==> src/rtl/stepper_multi_axis_ctrl.sv <==
// stepper_multi_axis_ctrl: N_CH independent STEP/DIR pulse generators with
// direction setup, per-channel abort and a signed wrapping position counter.
module stepper_multi_axis_ctrl #(
   parameter int N_CH          = 2,
   parameter int STEP_W        = 32,
   parameter int POS_W         = 32,
   parameter int CNT_W         = 20,
   parameter int PERIOD_CYC    = 20000,
   parameter int HIGH_CYC      = 10000,
   parameter int DIR_SETUP_CYC = 100
) (
   input  logic                    i_Clk,
   input  logic                    i_rst,
   input  logic [N_CH-1:0]         i_cmd_valid,
   output logic [N_CH-1:0]         o_cmd_ready,
   input  logic [N_CH*STEP_W-1:0]  i_cmd_steps,
   input  logic [N_CH-1:0]         i_abort,
   input  logic [N_CH-1:0]         i_pos_clr,
   output logic [N_CH-1:0]         o_step,
   output logic [N_CH-1:0]         o_dir,
   output logic [N_CH-1:0]         o_busy,
   output logic [N_CH-1:0]         o_done,
   output logic [N_CH-1:0]         o_aborted,
   output logic [N_CH*POS_W-1:0]   o_pos
);
   typedef enum logic [2:0] {S_IDLE, S_SETUP, S_HIGH, S_LOW, S_END} state_t;
   localparam logic [CNT_W-1:0] SU_LAST = CNT_W'(DIR_SETUP_CYC > 0 ? DIR_SETUP_CYC - 1 : 0);
   localparam logic [CNT_W-1:0] HI_LAST = CNT_W'(HIGH_CYC - 1);
   localparam logic [CNT_W-1:0] LO_LAST = CNT_W'(PERIOD_CYC - HIGH_CYC - 1);
   for (genvar k = 0; k < N_CH; k++) begin : g_ch
      state_t            r_state, w_nxt;
      logic [CNT_W-1:0]  r_cnt;
      logic [STEP_W-1:0] r_mag, r_n, w_steps, w_mag;
      logic [POS_W-1:0]  r_pos;
      logic              r_dir, r_abt, w_dir, w_abt, w_acc, w_run;
      logic              r_step, r_ready, r_busy, r_done, r_aborted;
      logic              w_step, w_ready, w_busy, w_done, w_aborted;
      assign w_steps = i_cmd_steps[k*STEP_W +: STEP_W];
      // unsigned negate maps the most negative command onto 2^(STEP_W-1)
      assign w_mag   = w_steps[STEP_W-1] ? ~w_steps + STEP_W'(1) : w_steps;
      assign w_acc   = (r_state == S_IDLE) && i_cmd_valid[k];
      assign w_run   = (r_state == S_SETUP) || (r_state == S_HIGH) || (r_state == S_LOW);
      assign w_abt   = r_abt || (w_run && i_abort[k]);
      assign w_dir   = w_acc ? !w_steps[STEP_W-1] : r_dir;
      always_comb begin
         w_nxt = r_state;
         case (r_state)
            S_IDLE:  if (i_cmd_valid[k]) w_nxt = (w_mag == '0) ? S_END : (DIR_SETUP_CYC == 0) ? S_HIGH : S_SETUP;
            S_SETUP: w_nxt = w_abt ? S_END : (r_cnt == SU_LAST) ? S_HIGH : S_SETUP;
            S_HIGH:  w_nxt = (r_cnt != HI_LAST) ? S_HIGH : w_abt ? S_END : S_LOW;
            S_LOW:   w_nxt = w_abt ? S_END : (r_cnt != LO_LAST) ? S_LOW : (r_n < r_mag) ? S_HIGH : S_END;
            default: w_nxt = S_IDLE;
         endcase
      end
      always_comb begin
         w_step    = w_nxt == S_HIGH;
         w_ready   = w_nxt == S_IDLE;
         w_busy    = w_nxt != S_IDLE;
         w_done    = (w_nxt == S_END) && !w_abt;
         w_aborted = (w_nxt == S_END) && w_abt;
      end
      always_ff @(posedge i_Clk) begin
         if (i_rst) begin
            r_state   <= S_IDLE;
            r_cnt     <= '0;
            r_mag     <= '0;
            r_n       <= '0;
            r_pos     <= '0;
            r_dir     <= 1'b0;
            r_abt     <= 1'b0;
            r_step    <= 1'b0;
            r_ready   <= 1'b1;
            r_busy    <= 1'b0;
            r_done    <= 1'b0;
            r_aborted <= 1'b0;
         end else begin
            r_state   <= w_nxt;
            r_cnt     <= (w_run && w_nxt == r_state) ? r_cnt + 1'b1 : '0;
            r_abt     <= w_run ? w_abt : 1'b0;
            r_dir     <= w_dir;
            r_step    <= w_step;
            r_ready   <= w_ready;
            r_busy    <= w_busy;
            r_done    <= w_done;
            r_aborted <= w_aborted;
            if (w_acc) begin
               r_mag <= w_mag;
               r_n   <= '0;
            end else if (r_state == S_HIGH && w_nxt != S_HIGH) begin
               r_n <= r_n + 1'b1;
            end
            if (i_pos_clr[k])
               r_pos <= '0;
            else if (w_nxt == S_HIGH && r_state != S_HIGH)
               r_pos <= w_dir ? r_pos + 1'b1 : r_pos - 1'b1;
         end
      end
      assign o_step[k]                  = r_step;
      assign o_dir[k]                   = r_dir;
      assign o_cmd_ready[k]             = r_ready;
      assign o_busy[k]                  = r_busy;
      assign o_done[k]                  = r_done;
      assign o_aborted[k]               = r_aborted;
      assign o_pos[k*POS_W +: POS_W]    = r_pos;
   end
endmodule

==> config.mk <==
export PLATFORM = sky130hd
export DESIGN_NAME = stepper_multi_axis_ctrl
export DESIGN_NICKNAME = d
export VERILOG_FILES = /design/src/rtl/stepper_multi_axis_ctrl.sv
export SDC_FILE = /design/constraint.sdc
export NUM_CORES = 1
export LEC_CHECK = 0
export ABC_AREA = 1
export BUFFER_PORTS_ARGS = -buffer_cell sky130_fd_sc_hd__buf_2
export CAP_MARGIN = 20
export CORE_ASPECT_RATIO = 0.8
export CORE_UTILIZATION = 40
export DETAILED_ROUTE_END_ITERATION = 6
export PLACE_DENSITY = 0.62
export SLEW_MARGIN = 20
export SYNTH_ARGS = -nofsm -noshare
export SYNTH_HDL_FRONTEND = slang
export SYNTH_SLANG_ARGS = --single-unit
==> constraint.sdc <==
create_clock -name i_Clk -period 6.5 [get_ports i_Clk]
set_clock_uncertainty 0.2 [all_clocks]
set_input_delay 0.975 -clock i_Clk [delete_from_list [all_inputs] [get_ports i_Clk]]
set_output_delay 0.975 -clock i_Clk [all_outputs]
set_load 0.01 [all_outputs]
==> impl_metrics.tcl <==
set metrics [dict create \
    clock_latency_ns 0.58 \
    vias 17500 \
    hold_viol 0 \
    track_usage_pct 21.3 \
    core_area_um2 43300 \
    grt_pass1_vias 16000 \
    numClockSinks 252 \
    area_growth_pct 12.7 \
    setup_viol 0 \
    rows 68 \
    cts_max_level 1 \
    antenna_found_initial 0 \
    grt_pass1_wl_um 80400 \
    nFillCells 4453 \
    crit_required_ns 6.75 \
    yosys.area_share.adder_pct 9.31 \
    die_h_um 190 \
    drive_above_1_share_pct 9.96 \
    hpwl_um 36700 \
    status "finished clean" \
    start_util_pct 40.7 \
    hold_buffers 0 \
    synth_compound_area_share_pct 13.1 \
    period_share_pct 68.6 \
    crit_top_cell "nand2_1" \
    cap_violations 0 \
    cts_made_buffers 30 \
    ant_nets 0 \
    synth_commonest_cells "nand2_1, nor2_1, inv_1" \
    seq_area_frac_synth_pct 28.6 \
    pin_count 148 \
    yosys_warnings 0 \
    io_buffers 147 \
    netlist-cell-type-count 52 \
    die_w_um 237 \
    critical_path.max_fanout 28 \
    synth_top_area_share_pct 28.6 \
    p_per_area_nw_per_um2 209 \
    max_stage_delay_ns 0.65 \
    nNetsFinal 2990 \
    avgRoutedWirePerCell_um 14.5 \
    drt-total-wl_um 48800 \
    internal_power_mw 2.99 \
    critical_path_class "input pin to flip-flop" \
    firstDrtPassIters 7 \
    synth_top_family_by_area "simple AND/OR/NAND/NOR gates" \
    synth_top_area_cell "dfxtp_1" \
    start_kind "input pin" \
    clock_power_share_pct 46.2 \
    ctsResizeCount 0 \
    syn-num-nets 2878 \
    synth_simple_gate_area_share_pct 33.6 \
    min_path_type "flip-flop to flip-flop" \
    grt_max_degree 52 \
    final_util_pct 45.9 \
    drtIter0Drc 1028 \
    fmax_mhz 224 \
    ys_ff_latch 252 \
    switching_share_pct 28.1 \
    cts_root_buffer "clkbuf_16" \
    cp_cell_sequence "buf_2, nand3_1, inv_1, nand2_1, o21ai_2, buf_4, ha_1, nand2_1, o21ai_0, a21oi_1, o21ai_0, nand2_1, nand2_1, xor2_1, o21ai_0, nor2_1" \
    die_area_um2 44900 \
    arrival_ns 4.71 \
    vias_per_cell 5.19 \
    clockBufferDepth 3 \
    maxSlewViolCount 0 \
    peakVddDrop_mv 0.204 \
    async_flop_share_pct 0 \
    finalCriticalPeriod_ns 4.46 \
    switchingPower_mw 1.17 \
    clk_pin_slew_ns 0.06 \
    netlist_area_um2 17600 \
    relSlewSlack_pct 27.9 \
    syn_avg_cell_area_um2 6.59 \
    synthMuxAreaShare_pct 0 \
    drcViolationCount 0 \
    post_cts_buffers 0 \
    cpMaxStageDelayCell "o21ai_0" \
    synth_xor_area_share_pct 5.91 \
    netlist_instances 2676 \
    seqPwrFrac_pct 38.4 \
    post-synth-top-count-cell "nand2_1" \
    grt_overflow_total 0 \
    crit_path_end_kind "flip-flop" \
    finalSetupTns_ns 0 \
    p_leak_nw 8.77 \
    grt_setup_unrepaired "false" \
    synth_flop_cell "dfxtp_1" \
    place.gp.congestion 0.922 \
    combPwrFrac_pct 15.4 \
    synth_edf_count 0 \
    n_antenna_cell 0 \
    cts_tree "built" \
    synthTopCellsByArea "dfxtp_1, nand2_1, ha_1" \
    worst_slew_pin_slew_ns 1.08 \
]
[final timing paths]
kind         cells past startpoint                          start                              to  slack [ns]
max                             16                 i_cmd_valid[1]  g_ch[1].r_pos[29]$_SDFFE_PP0P_        2.04
min                              1    g_ch[1].r_cnt[0]$_SDFF_PP0_     g_ch[1].r_cnt[0]$_SDFF_PP0_        0.25
max reg2reg                     16  g_ch[1].r_state[1]$_SDFF_PP0_  g_ch[1].r_pos[29]$_SDFFE_PP0P_        2.06
min reg2reg                      1    g_ch[1].r_cnt[0]$_SDFF_PP0_     g_ch[1].r_cnt[0]$_SDFF_PP0_        0.25
[stage by stage]
step / cell area [um2] / std cells / power (mW) / setup WS (ns) / hold WS (ns)
floorplan: 17600 / 2676 / 2.09 / 0.919 / 0.217
global placement: 18700 / 3316 / 2.25 / 1.52 / 0.226
detailed placement: 18700 / 3316 / 2.26 / 1.58 / 0.245
CTS: 19900 / 3372 / 4.20 / 2.10 / 0.256
global route: 19900 / 3372 / 4.35 / 1.72 / 0.268
finish: 19900 / 3372 / 4.15 / 2.04 / 0.250
[metal layers]
metal / GRT usage (%) / vias up / part of all wire (%)
li1: - / 9053 / -
met1: 29.8 / 8046 / 49
met2: 35.1 / 346 / 45
met3: 2.39 / 57 / 4.1
met4: 4.35 / 0 / 1.7
met5: 0 / - / 0
[final cells by class]
| class | instances | area, um2 | share of cell area [%] |
|---|---|---|---|
| multi-input combinational | 2014 | 10900 | 55.0 |
| sequential | 252 | 5040 | 25.4 |
| inverter | 331 | 1240 | 6.25 |
| clock buffer | 40 | 860 | 4.33 |
| timing repair buffer | 159 | 826 | 4.16 |
| tap | 560 | 701 | 3.53 |
| clock inverter | 16 | 273 | 1.37 |
[sequential cells by signal, summed over array words and instances (netlist names)]
| name | cells |
|---|---|
| g_ch.r_abt | 2 |
| g_ch.r_dir | 2 |
| g_ch.r_state | 6 |
| g_ch.r_pos | 64 |
| g_ch.r_cnt | 40 |
| g_ch.r_busy | 2 |
| g_ch.r_done | 2 |
| g_ch.r_n | 64 |
| g_ch.r_step | 2 |
| g_ch.r_aborted | 2 |
| g_ch.r_mag | 64 |
| g_ch.r_ready | 2 |
[placed cells by master (no fill, tap or decap), types with 4 or more instances in the layout]
cell type,instances
dfxtp_1,252
clkbuf_8,5
nor3b_1,11
clkbuf_16,31
buf_2,147
a31oi_1,18
nor2_2,30
bufinv_16,7
clkbuf_1,4
nor4_1,17
a21oi_1,184
o21ai_2,4
a211oi_1,5
nor3_1,61
o211ai_1,12
nand2_2,7
o21ai_0,128
buf_4,12
a21o_1,9
clkinvlp_4,4
and3_1,9
o21ai_1,14
o21bai_1,4
nor2_1,355
inv_1,317
ha_1,128
o22ai_1,17
nand2_1,574
inv_2,10
xnor2_1,46
nand3b_1,12
nand3_1,161
clkinv_1,4
nand4_1,90
xor2_1,73
o21a_1,12
[logic make-up (layout without fill, tap and decap cells)]
| kind of cell | Yosys count | after routing |
|---|---|---|
| AND/OR/NAND/NOR | 1346 | 1346 |
| flip-flops | 252 | 252 |
| adder cells (fa/ha/maj) | 130 | 130 |
| AO/OA/AOI/OAI | 419 | 419 |
| XOR/XNOR | 119 | 119 |
| buffers and inverters | 410 | 546 |
[critical path, delay by kind of cell]
family	cells	cell delay (ns)
buffers and inverters	3	0.84
XOR/XNOR	1	0.06
adder cells (fa/ha/maj)	1	0.26
AND/OR/NAND/NOR	6	0.89
AO/OA/AOI/OAI	5	1.66
[power by group through the flow]
stage / sequential, mW / clock [mW] / combinational (mW)
2_1_floorplan: 1.62 / 0 / 0.470
6_report: 1.59 / 1.92 / 0.640
3_5_place_dp: 1.63 / 0 / 0.633
3_3_place_gp: 1.63 / 0 / 0.623
4_1_cts: 1.59 / 1.97 / 0.638
5_1_grt: 1.60 / 2.03 / 0.724
No activity file was read; power rests on OpenSTA's default activity.
